===== config.mk =====
export PLATFORM = sky130hd
export DESIGN_NAME = mux_scan_sequencer
export DESIGN_NICKNAME = d
export VERILOG_FILES = /design/src/rtl/mux_scan_sequencer_pkg.sv /design/src/rtl/mux_scan_sequencer_next_chan_find.sv /design/src/rtl/mux_scan_sequencer.sv
export SDC_FILE = /design/constraint.sdc
export NUM_CORES = 1
export LEC_CHECK = 0
export ABC_AREA = 1
export CORE_MARGIN = 1
export CORE_UTILIZATION = 32
export CTS_CLUSTER_DIAMETER = 30
export DETAILED_ROUTE_END_ITERATION = 10
export GPL_TIMING_DRIVEN = 0
export SLEW_MARGIN = 20
export SYNTH_ARGS = -nofsm -noshare
export SYNTH_HDL_FRONTEND = slang
export SYNTH_SLANG_ARGS = --single-unit

===== constraint.sdc =====
create_clock -name clk -period 3.3 [get_ports clk]
set_input_delay 0.495 -clock clk [delete_from_list [all_inputs] [get_ports clk]]
set_output_delay 0.495 -clock clk [all_outputs]
set_load 0.01 [all_outputs]

===== src/rtl/mux_scan_sequencer_pkg.sv =====
// scan_pkg: shared types and constants for the mux scan sequencer.
//   state_t : scan FSM states (IDLE, SEL, OUT, DONE)
//   NCH     : number of mux channels
//   SEL_W   : mux select width
package scan_pkg;

  localparam int NCH   = 16;
  localparam int SEL_W = 4;

  typedef enum logic [1:0] {
    ST_IDLE = 2'd0,
    ST_SEL  = 2'd1,
    ST_OUT  = 2'd2,
    ST_DONE = 2'd3
  } state_t;

endpackage


===== src/rtl/mux_scan_sequencer_next_chan_find.sv =====
// next_chan_find: combinational search for the next enabled channel.
// Ports:
//   mask  in  2**SEL_W  channel enable mask
//   idx   in  SEL_W     current channel index
//   incl  in  1         1: idx itself is a candidate (start search from idx)
//                       0: only channels strictly above idx are candidates
//   wrap  in  1         if nothing qualifies, fall back to lowest set bit of mask
//   nxt   out SEL_W     lowest qualifying channel
//   found out 1         a qualifying channel exists
module next_chan_find #(
  parameter int SEL_W = 4
) (
  input  logic [(1<<SEL_W)-1:0] mask,
  input  logic [SEL_W-1:0]      idx,
  input  logic                  incl,
  input  logic                  wrap,
  output logic [SEL_W-1:0]      nxt,
  output logic                  found
);

  localparam int N = 1 << SEL_W;

  // One extra bit so that idx = N-1 with incl = 0 gives an all-ones
  // low mask, i.e. an empty candidate set.
  logic [N:0]   lowmask;
  logic [N-1:0] cand;

  always_comb begin
    lowmask = incl ? ((N+1)'(1) << idx) : ((N+1)'(2) << idx);
    lowmask = lowmask - (N+1)'(1);
    cand    = mask & ~lowmask[N-1:0];
    if (cand == '0 && wrap) begin
      cand = mask;
    end
    found = 1'b0;
    nxt   = '0;
    // Descending scan so the lowest set bit is the last one written.
    for (int unsigned i = N; i > 0; i--) begin
      if (cand[i-1]) begin
        found = 1'b1;
        nxt   = SEL_W'(i - 1);
      end
    end
  end

endmodule


===== src/rtl/mux_scan_sequencer.sv =====
// mux_scan_sequencer: steps a 16:1 mux select through the enabled channels
// in ascending order, captures each selected word and offers it downstream
// on a valid/ready handshake tagged with its channel index.
// Configuration macro: SCAN_CONTINUOUS_EN -- when defined, the scan wraps
// from the highest enabled channel back to the lowest and never pulses done.
// Ports:
//   clk, rst            clock, asynchronous active-high reset
//   start               one-cycle pulse, starts a scan when idle
//   abort               ends a scan in progress without done
//   en_mask             channel enables, latched on accepted start
//   mux_out             data from the mux for the current sel
//   sel                 mux select
//   samp_valid/ready    sample handshake
//   samp_ch, samp_data  captured channel index and data
//   busy                high whenever not idle
//   done                one-cycle pulse at normal end of scan
module mux_scan_sequencer #(
  parameter int DATA_W = 4,
  parameter int SEL_W  = 4
) (
  input  logic                  clk,
  input  logic                  rst,
  input  logic                  start,
  input  logic                  abort,
  input  logic [(1<<SEL_W)-1:0] en_mask,
  input  logic [DATA_W-1:0]     mux_out,
  output logic [SEL_W-1:0]      sel,
  output logic                  samp_valid,
  input  logic                  samp_ready,
  output logic [SEL_W-1:0]      samp_ch,
  output logic [DATA_W-1:0]     samp_data,
  output logic                  busy,
  output logic                  done
);

  import scan_pkg::*;

  localparam int NCHAN = 1 << SEL_W;

`ifdef SCAN_CONTINUOUS_EN
  localparam logic WRAP = 1'b1;
`else
  localparam logic WRAP = 1'b0;
`endif

  state_t           state;
  logic [NCHAN-1:0] mask_q;

  logic [SEL_W-1:0] first_ch;
  logic             first_found;
  logic [SEL_W-1:0] next_ch;
  logic             next_found;

  // Start search runs on the live en_mask, since the mask is latched on the
  // same edge that loads the first channel.
  next_chan_find #(.SEL_W(SEL_W)) u_find_first (
    .mask  (en_mask),
    .idx   ('0),
    .incl  (1'b1),
    .wrap  (1'b0),
    .nxt   (first_ch),
    .found (first_found)
  );

  next_chan_find #(.SEL_W(SEL_W)) u_find_next (
    .mask  (mask_q),
    .idx   (sel),
    .incl  (1'b0),
    .wrap  (WRAP),
    .nxt   (next_ch),
    .found (next_found)
  );

  always_ff @(posedge clk or posedge rst) begin
    if (rst) begin
      state      <= ST_IDLE;
      mask_q     <= '0;
      sel        <= '0;
      samp_valid <= 1'b0;
      samp_ch    <= '0;
      samp_data  <= '0;
      busy       <= 1'b0;
      done       <= 1'b0;
    end else begin
      case (state)
        ST_IDLE: begin
          done <= 1'b0;
          if (start) begin
            mask_q <= en_mask;
            busy   <= 1'b1;
            if (first_found) begin
              sel   <= first_ch;
              state <= ST_SEL;
            end else begin
              done  <= 1'b1;
              state <= ST_DONE;
            end
          end
        end
        ST_SEL: begin
          if (abort) begin
            busy  <= 1'b0;
            state <= ST_IDLE;
          end else begin
            samp_data  <= mux_out;
            samp_ch    <= sel;
            samp_valid <= 1'b1;
            state      <= ST_OUT;
          end
        end
        ST_OUT: begin
          if (abort) begin
            samp_valid <= 1'b0;
            busy       <= 1'b0;
            state      <= ST_IDLE;
          end else if (samp_ready) begin
            samp_valid <= 1'b0;
            if (next_found) begin
              sel   <= next_ch;
              state <= ST_SEL;
            end else begin
              done  <= 1'b1;
              state <= ST_DONE;
            end
          end
        end
        default: begin
          done  <= 1'b0;
          busy  <= 1'b0;
          state <= ST_IDLE;
        end
      endcase
    end
  end

endmodule


==> impl_metrics.csv, run 1 <==
group,metric,value,unit
worst_setup_path,r2r_start,"sel[0]",
clocking,cts.repair.resized,0,
synth,avgSynthCellArea,6.70,µm²
clocking,htreeDepth,2,
global_routing,grt.overflow.total,0,
placement,dpl_cell_area,2540,µm²
timing,tns,0,ns
finish,utilization,0.437,
timing,slew_violations,0,
synth,netlist_instances,307,
timing,fin_crit,2.75,ns
clocking,cts_tree,"done",
synth,netlist_top_cells_area,"dfrtp_1, nand2_1, inv_1",
worst_setup_path,end_kind,"flop",
finish,finalNonFillerCells,429,
timing,whs,0.470,ns
finish,design_area,2650,µm²
floorplanning,die_w,82.2,µm
placement,place_congestion,0.860,
worst_hold_path,min_path_type,"reg2reg",
worst_setup_path,path_cells,"nor2_1 > inv_1 > nor2_1 > inv_1 > ha_1 > inv_1 > a21oi_1 > nand2_1 > nand2_1 > nand3_1 > nand2_1 > nor2_2 > nand3_2 > nand2_1 > nand2_1 > nand3b_2 > inv_2 > nor2_1 > a21oi_1",
timing,slew_headroom,0.553,
route,viasPerCell,4.67,
synth,synth-adder-area-share,0.0304,
synth,synth-xor-area-share,0,
timing,setup_ws,0.551,ns
timing,max_clock_freq,0.364,GHz
finish,diodes,0,
pwr,switching_share,0.446,
worst_setup_path,critical-path-slowest-cell,"dfrtp_1",
timing,rsz0062_at_grt,"false",
synth,synth_common_cells,"nand2_1, inv_1, dfrtp_1",
synth,synth_top_area_frac,0.390,
clocking,cts_max_path_buffers,2,
pwr,p_sw,1.08,mW
route,detail_route.wl_per_cell,11.5,µm
global_routing,grt_first_pass_wirelength,8420,µm
global_routing,antenna_found_initial,0,
timing,period_share,0.833,
route,num_vias,2003,
worst_setup_path,cp.required,3.47,ns
pwr,seqPwrFrac,0.297,
worst_setup_path,crit_path_start,"sel[0]",
floorplanning,core,6060,µm²
pwr,power.share.clock,0.153,
worst_setup_path,path_max_fanout,7,
synth,yosysTopAreaCell,"dfrtp_1",
synth,synth_edf_count,0,
pwr,p_comb_frac,0.550,
clocking,clk_pin_slew,0.06,ns
synth,yosys.cell_types.count,31,
worst_setup_path,critPathMaxStageDelay,0.47,ns
pwr,total_power,2.42,mW
finish,area_growth,28.8,%
timing,skew,0.00482,ns
floorplanning,io_pins,40,
synth,synth_top_family_by_area,"simple AND/OR/NAND/NOR gates",
floorplanning,die_h,82.2,µm
synth,synth-simple-area-share,0.346,
global_routing,grt_max_degree,33,
pwr,intPower,1.34,mW
synth,synthesis.nets,337,
timing,tightest_slew,0.669,ns
floorplanning,num_rows,28,
timing,hold_violations,0,
pwr,p_leak,1.32,nW
placement,placed_cells,421,
clocking,cts_buffers,5,
synth,yosysMostFrequentCell,"nand2_1",
worst_setup_path,critPathKind,"reg2reg",
clocking,post-cts-setup-buffer-count,0,
synth,ys_warn_count,0,
route,initialDrtViolationCount,96,
global_routing,grt.total_usage,0.164,
worst_setup_path,r2r_slack,0.55,ns
pwr,p_per_area,912,nW/µm²
worst_hold_path,hold_path.startpoint,"samp_data[1]",
synth,async_flop_share,1.00,
placement,place_ws,0.565,ns
timing,setup_viol,0,
clocking,cts_root_buf,"clkbuf_8",
clocking,clk_latency,0.28,ns
synth,syn_area,2060,µm²
synth,synthFlopType,"dfrtp_1",
synth,ys_ff_latch,32,
route,drc,0,
route,drtPass1Iterations,4,
clocking,cts_hold_buf,0,
floorplanning,die_area,6750,µm²
worst_setup_path,arrival,2.92,ns
finish,drive_gt1_frac,0.0650,
pwr,ir_worst_vdd,392,µV
synth,synth_compound_area_frac,0.137,
status,status,"finished, final reports clean",
placement,io_buffers,39,
synth,synthMuxAreaShare,0.00548,
synth,yosysSeqAreaShare,0.390,
route,wl,4950,µm
worst_setup_path,crit_top_cell,"nand2_1",
placement,dp_hpwl,3910,µm
global_routing,first_global_vias,1852,
worst_setup_path,critPathLaunchType,"flop",
floorplanning,start_util,0.339,
clocking,cts.sinks,32,
job,maxCapViolCount,0,
route,drtAntennaViolNets,0,
finish,layout.nets,383,
-- flip-flops by register name, indices dropped and copies added, names as in the netlist --
name and flops:
samp_ch 4, samp_data 4, sel 4, state 2, mask_q 15, samp_valid 1
done 1, busy 1
-- layer usage --
metal  up-vias  part of all wire  global-route usage  wire length [µm]
li1       1070                 -                   -                 -
met1       882              0.51               0.219              2520
met2        43              0.44               0.262              2180
met3         8             0.034              0.0330               170
met4         0             0.017              0.0544                82
met5         -                 0                   0                 0
-- power groups by stage --
stage                     registers (mW)  logic, mW  clock network [mW]
after floorplan                    0.718      0.905                   0
after global placement             0.716       1.31                   0
after detailed placement           0.721       1.32                   0
after CTS                          0.715       1.33               0.377
after global routing               0.736       1.52               0.393
final                              0.718       1.33               0.370
-- cell type report --
cell class / count / area, µm²
repair buffers: 39 / 390
well taps: 75 / 93.8
plain buffers: 5 / 20.0
inverters: 45 / 169
clock inverters: 2 / 35.0
multi-input cells: 225 / 1070
fillers: 650 / 3410
flip-flops and latches: 32 / 801
clock buffers: 6 / 72.6
-- cells by family after synthesis --
group           after synthesis
simple gates                167
compound gates               52
buf+inv                      50
flops                        32
fa+ha+maj                     5
mux                           1
-- layout by cell type, fill, tap and decap left out, types with 2 or more instances in the layout --
cell type          n
dfrtp_1           32
nand4_1            2
o211ai_1           3
o21ai_0           28
clkbuf_1           5
clkdlybuf4s50_1   39
nor2_1            22
ha_1               5
inv_2              4
nor2_2             4
a21oi_1            9
inv_1             40
nand2_1          108
clkbuf_8           5
nor3_1             5
o21ai_1            7
nand3_1           18
-- critical path, delay by kind of cell, from the launching register on --
family	cells	cell delay, ns
AOI/OAI and AO/OA	2	0.12
adders and majority gates	1	0.25
buffers and inverters	4	0.35
DFF	1	0.47
and+or+nand+nor	12	1.44
-- worst paths after layout --
kind | endpoint | cells after the start
max | sel[0] | 19
min | samp_data[1] | 2
max reg2reg | sel[0] | 19
min reg2reg | samp_data[1] | 2
max in group asynchronous | mask_q[15] | 2
min in group asynchronous | samp_data[3] | 2
No activity file was read; power rests on OpenSTA's default activity.
==> run 2: changes to the inputs <==
clock period = 2.5 ns   (was 3.3 ns; I/O delays follow)
==> run 2 against run 1 <==
Sequential share of layout area fell by 1.6 points. Via count is 3.1% higher. Fmax grew 20%. Sequential power increased by 33%. Worst setup slack got worse by 0.34 ns. Total power rose by 43%. Flip-flop and latch count stayed put. Largest cell class unchanged. Largest power group unchanged.
==> impl_metrics.csv, run 2 (synthesis results as in run 1) <==
group,metric,value,unit
status,status,"finished, final reports clean",
finish,top_register,"mask_q",
timing,hold_violations,0,
timing,whs,0.470,ns
clocking,cts_hold_buf,0,
finish,area_growth,36.8,%
global_routing,grt_max_degree,33,
placement,dp_hpwl,3910,µm
job,maxCapViolCount,0,
worst_setup_path,rr_worst_depth,18,
timing,period_share,0.916,
clocking,cts.sinks,32,
worst_setup_path,path_max_fanout,7,
worst_setup_path,r2r_start,"sel[1]",
global_routing,grt_first_pass_wirelength,8470,µm
floorplanning,die_area,6750,µm²
floorplanning,core,6060,µm²
route,drtPass1Iterations,4,
worst_setup_path,critPathKind,"reg2reg",
worst_setup_path,critPathLaunchType,"flop",
finish,design_area,2810,µm²
clocking,clk_pin_slew,0.07,ns
finish,layout.nets,396,
worst_hold_path,min_path_type,"reg2reg",
timing,fin_crit,2.29,ns
global_routing,first_global_vias,1860,
timing,slew_violations,0,
floorplanning,io_pins,40,
floorplanning,num_rows,28,
floorplanning,start_util,0.339,
route,drc,0,
timing,rsz0062_at_grt,"false",
route,initialDrtViolationCount,87,
route,detail_route.wl_per_cell,11.6,µm
route,wl,5130,µm
clocking,cts_root_buf,"clkbuf_8",
clocking,cts_buffers,5,
timing,setup_viol,0,
pwr,total_power,3.45,mW
pwr,ir_worst_vdd,509,µV
route,num_vias,2066,
finish,drive_gt1_frac,0.139,
finish,finalNonFillerCells,442,
worst_hold_path,holdPathEnd,"samp_data[1]",
clocking,cts_tree,"done",
timing,tightest_slew,0.664,ns
finish,utilization,0.464,
finish,final_cell_mix,"nand2_1, clkdlybuf4s50_1, inv_1",
timing,slew_headroom,0.557,
timing,skew,0.00491,ns
clocking,cts_max_path_buffers,2,
floorplanning,die_h,82.2,µm
global_routing,grt.total_usage,0.165,
placement,dpl_cell_area,2540,µm²
worst_hold_path,hold_path.startpoint,"samp_data[1]",
placement,placed_cells,421,
worst_setup_path,r2r-end,"sel[3]",
route,drtAntennaViolNets,0,
timing,tns,0,ns
clocking,htreeDepth,2,
worst_setup_path,arrival,2.49,ns
pwr,p_per_area,1230,nW/µm²
placement,place_congestion,0.860,
timing,setup_ws,0.209,ns
global_routing,grt.overflow.total,0,
floorplanning,die_w,82.2,µm
global_routing,antenna_found_initial,0,
finish,final_common_cell,"nand2_1",
route,viasPerCell,4.67,
clocking,clk_latency,0.28,ns
placement,place_ws,-0.235,ns
finish,largest_register_ffs,15,
timing,max_clock_freq,0.436,GHz
finish,diodes,0,
worst_setup_path,end_kind,"flop",
worst_setup_path,r2r_slack,0.21,ns
placement,io_buffers,39,
worst_setup_path,cp.required,2.70,ns
pwr,p_leak,1.39,nW
worst_hold_path,hold_depth,2,
run 2: changes by cell type in the layout (fill, tap and decap cells not counted), sizes merged:
cell,delta
buf,+13
run 2: final cells by class:
| cell class | count | area [µm²] |
|---|---|---|
| Fill cell | 630 | 3250 |
| Clock inverter | 2 | 35.0 |
| Inverter | 45 | 174 |
| Buffer | 5 | 20.0 |
| Timing Repair Buffer | 52 | 488 |
| Clock buffer | 6 | 72.6 |
| Sequential cell | 32 | 806 |
| Multi-Input combinational cell | 225 | 1120 |
| Tap cell | 75 | 93.8 |
run 2: how the worst max path moves through the flow:
| stage | from | slack (ns) | endpoint |
|---|---|---|---|
| after floorplan | sel[0] | 0.21 | sel[0] |
| after global placement | sel[0] | -0.22 | sel[0] |
| after detailed placement | sel[0] | -0.24 | sel[3] |
| after CTS | sel[3] | 0.02 | sel[3] |
| after global routing | sel[2] | 0.02 | sel[3] |
| final | sel[1] | 0.21 | sel[3] |
run 2: power breakdown:
group / leakage (nW) / switching [mW] / internal, mW
Clock: 0.0552 / 0.192 / 0.296
Sequential: 0.396 / 0.189 / 0.764
Combinational: 0.935 / 1.14 / 0.874
run 2: critical path, stage by stage, from the launching register on:
cell and delay, ns:
dfrtp_2 0.46, nor2_4 0.15, inv_2 0.07, nor2_4 0.12, inv_1 0.08, ha_4 0.18, nand2_4 0.11, nand2_1 0.05
o21ai_1 0.07, nand3b_1 0.13, nand3_1 0.12, nor2_1 0.06, nand3_2 0.07, nand2_1 0.07, nand2_1 0.08, nand3b_2 0.09
inv_2 0.13, nand2_1 0.07, o21ai_1 0.09
run 2: what timing repair did:
action / 4_1_cts / 5_1_grt
buffers inserted: 0 / 13
cloned: 0 / 0
pin swaps: 0 / 5
setup endpoints to repair: 6 / 6
resized for setup: 9 / 13
run 2: layer usage:
layer | track usage | part of all wire
met1 | 0.217 | 0.49
met2 | 0.264 | 0.45
met5 | 0 | 0
met4 | 0.0561 | 0.012
met3 | 0.0374 | 0.042
==> run 3: changes to the inputs <==
HOLD_SLACK_MARGIN = 0.12   (was default)
REMOVE_ABC_BUFFERS = 1   (was default)
==> run 3 against run 2 <==
Hold slack worse by 0.0012 ns. Die area is the same. Utilization is 0.70 points lower. Design area decreased by 1.5%. Clock power is 16% lower. Critical endpoint is now sel[0]. Worst setup slack about the same. Clock skew grew 0.0069 ns. Sequential share of layout area is 0.44 points higher.
==> impl_metrics.csv, run 3 (synthesis results as in run 1) <==
group,metric,value,unit
clocking,cts_tree,"done",
floorplanning,start_util,0.339,
worst_setup_path,r2r_slack,0.21,ns
route,drtPass1Iterations,4,
route,viasPerCell,4.71,
worst_hold_path,hold_depth,2,
floorplanning,core,6060,µm²
placement,dpl_cell_area,2520,µm²
worst_setup_path,path_cells,"nor2_4 > inv_2 > nor2_4 > inv_1 > ha_4 > nand2_4 > nand2_1 > o21ai_1 > nand3b_1 > nand3_1 > nor2_1 > nand3_2 > nand2_2 > nand2_1 > nand3b_2 > inv_2 > nor2_1 > a21oi_1",
finish,diodes,0,
worst_setup_path,r2r-end,"sel[0]",
route,initialDrtViolationCount,83,
clocking,cts_buffers,5,
worst_setup_path,cp.required,2.71,ns
timing,fin_crit,2.29,ns
finish,drive_gt1_frac,0.135,
timing,slew_headroom,0.471,
clocking,cts.sinks,32,
worst_setup_path,r2r_start,"sel[1]",
finish,final_cell_mix,"nand2_1, clkdlybuf4s50_1, inv_1",
floorplanning,die_area,6750,µm²
worst_setup_path,rr_worst_depth,18,
pwr,ir_worst_vdd,386,µV
worst_setup_path,path_max_fanout,7,
global_routing,antenna_found_initial,0,
finish,final_common_cell,"nand2_1",
status,status,"finished, final reports clean",
timing,max_clock_freq,0.436,GHz
finish,largest_register_ffs,15,
finish,design_area,2770,µm²
global_routing,grt.overflow.total,0,
global_routing,first_global_vias,1792,
placement,place_congestion,0.843,
worst_hold_path,hold_path.startpoint,"samp_ch[0]",
job,maxCapViolCount,0,
worst_setup_path,critPathLaunchType,"flop",
route,num_vias,2063,
clocking,htreeDepth,2,
timing,period_share,0.917,
pwr,p_leak,1.37,nW
route,wl,4990,µm
worst_hold_path,min_path_type,"reg2reg",
worst_setup_path,critPathMaxStageDelay,0.44,ns
floorplanning,die_w,82.2,µm
pwr,p_per_area,1200,nW/µm²
clocking,clk_pin_slew,0.07,ns
timing,skew,0.0118,ns
floorplanning,num_rows,28,
worst_setup_path,critical-path-slowest-cell,"dfrtp_2",
finish,layout.nets,392,
global_routing,grt_first_pass_wirelength,8170,µm
clocking,cts_root_buf,"clkbuf_8",
clocking,clk_latency,0.29,ns
global_routing,grt.total_usage,0.164,
timing,tightest_slew,0.791,ns
floorplanning,die_h,82.2,µm
timing,whs,0.468,ns
timing,hold_violations,0,
finish,area_growth,34.7,%
route,detail_route.wl_per_cell,11.4,µm
placement,io_buffers,39,
route,drtAntennaViolNets,0,
clocking,cts_max_path_buffers,2,
global_routing,grt_max_degree,33,
finish,top_register,"mask_q",
route,drc,0,
placement,dp_hpwl,3790,µm
floorplanning,io_pins,40,
timing,slew_violations,0,
worst_setup_path,arrival,2.50,ns
worst_setup_path,critPathKind,"reg2reg",
timing,setup_viol,0,
worst_hold_path,holdPathEnd,"samp_ch[0]",
worst_setup_path,end_kind,"flop",
## run 3: changes by cell type in the layout (fill, tap and decap cells not counted)
cell,change
clkbuf_1,-5
nor2_1,+2
buf_2,-1
buf_4,+1
bufinv_16,-1
clkbuf_8,+1
clkinv_2,+1
nand3_1,+1
nand3_2,-1
nor2_2,-1
nor2_4,-1
## run 3: where the power goes
part	leakage [nW]	switching, mW	internal [mW]
Sequential	0.396	0.180	0.764
Combinational	0.927	1.10	0.856
Clock	0.0510	0.191	0.219
Total	1.37	1.47	1.84
## run 3: routing by layer
metal | GRT usage | up-vias | routed length (µm)
li1 | - | 1087 | -
met4 | 0.0632 | 0 | 72
met5 | 0 | - | 0
met1 | 0.222 | 944 | 2470
met2 | 0.252 | 28 | 2310
met3 | 0.0385 | 4 | 138
## run 3: per-stage QoR
step           setup TNS (ns)   util  power [mW]  cells  setup slack (ns)
6_report                    0  0.457        3.31    438             0.209
2_1_floorplan               0      -        2.13    302             0.203
3_5_place_dp           -0.819  0.416        2.68    416            -0.202
3_3_place_gp           -0.769  0.416        2.65    416            -0.193
4_1_cts                     0  0.435        3.15    424            0.0237
5_1_grt               -0.0491  0.457        3.67    438           -0.0368
## run 3: final cells by class
class	count	area, µm²
tap	75	93.8
clock inverter	2	10.0
clock buffer	6	82.6
fill	648	3290
inverter	45	174
multi-input combinational	225	1110
timing repair buffer	53	495
sequential	32	806
## run 3: how the worst max path moves through the flow
stage	endpoint	startpoint
3_5_place_dp	sel[1]	sel[0]
3_3_place_gp	sel[0]	sel[0]
2_1_floorplan	sel[0]	sel[0]
5_1_grt	sel[0]	sel[1]
6_report	sel[0]	sel[1]
4_1_cts	sel[0]	sel[3]
## run 3: worst max-delay path, delay by kind of cell (launching register included)
| kind | cells | cell delay (ns) |
|---|---|---|
| adders and majority gates | 1 | 0.18 |
| AOI/OAI and AO/OA | 2 | 0.19 |
| and+or+nand+nor | 12 | 1.13 |
| buffers and inverters | 3 | 0.27 |
| DFF | 1 | 0.44 |
## run 3: what timing repair did
item,in CTS,in global routing
hold buffers,0,0
endpoints found under the setup margin,6,5
gates resized for setup,11,7
pin swaps,0,4
setup buffers,0,14
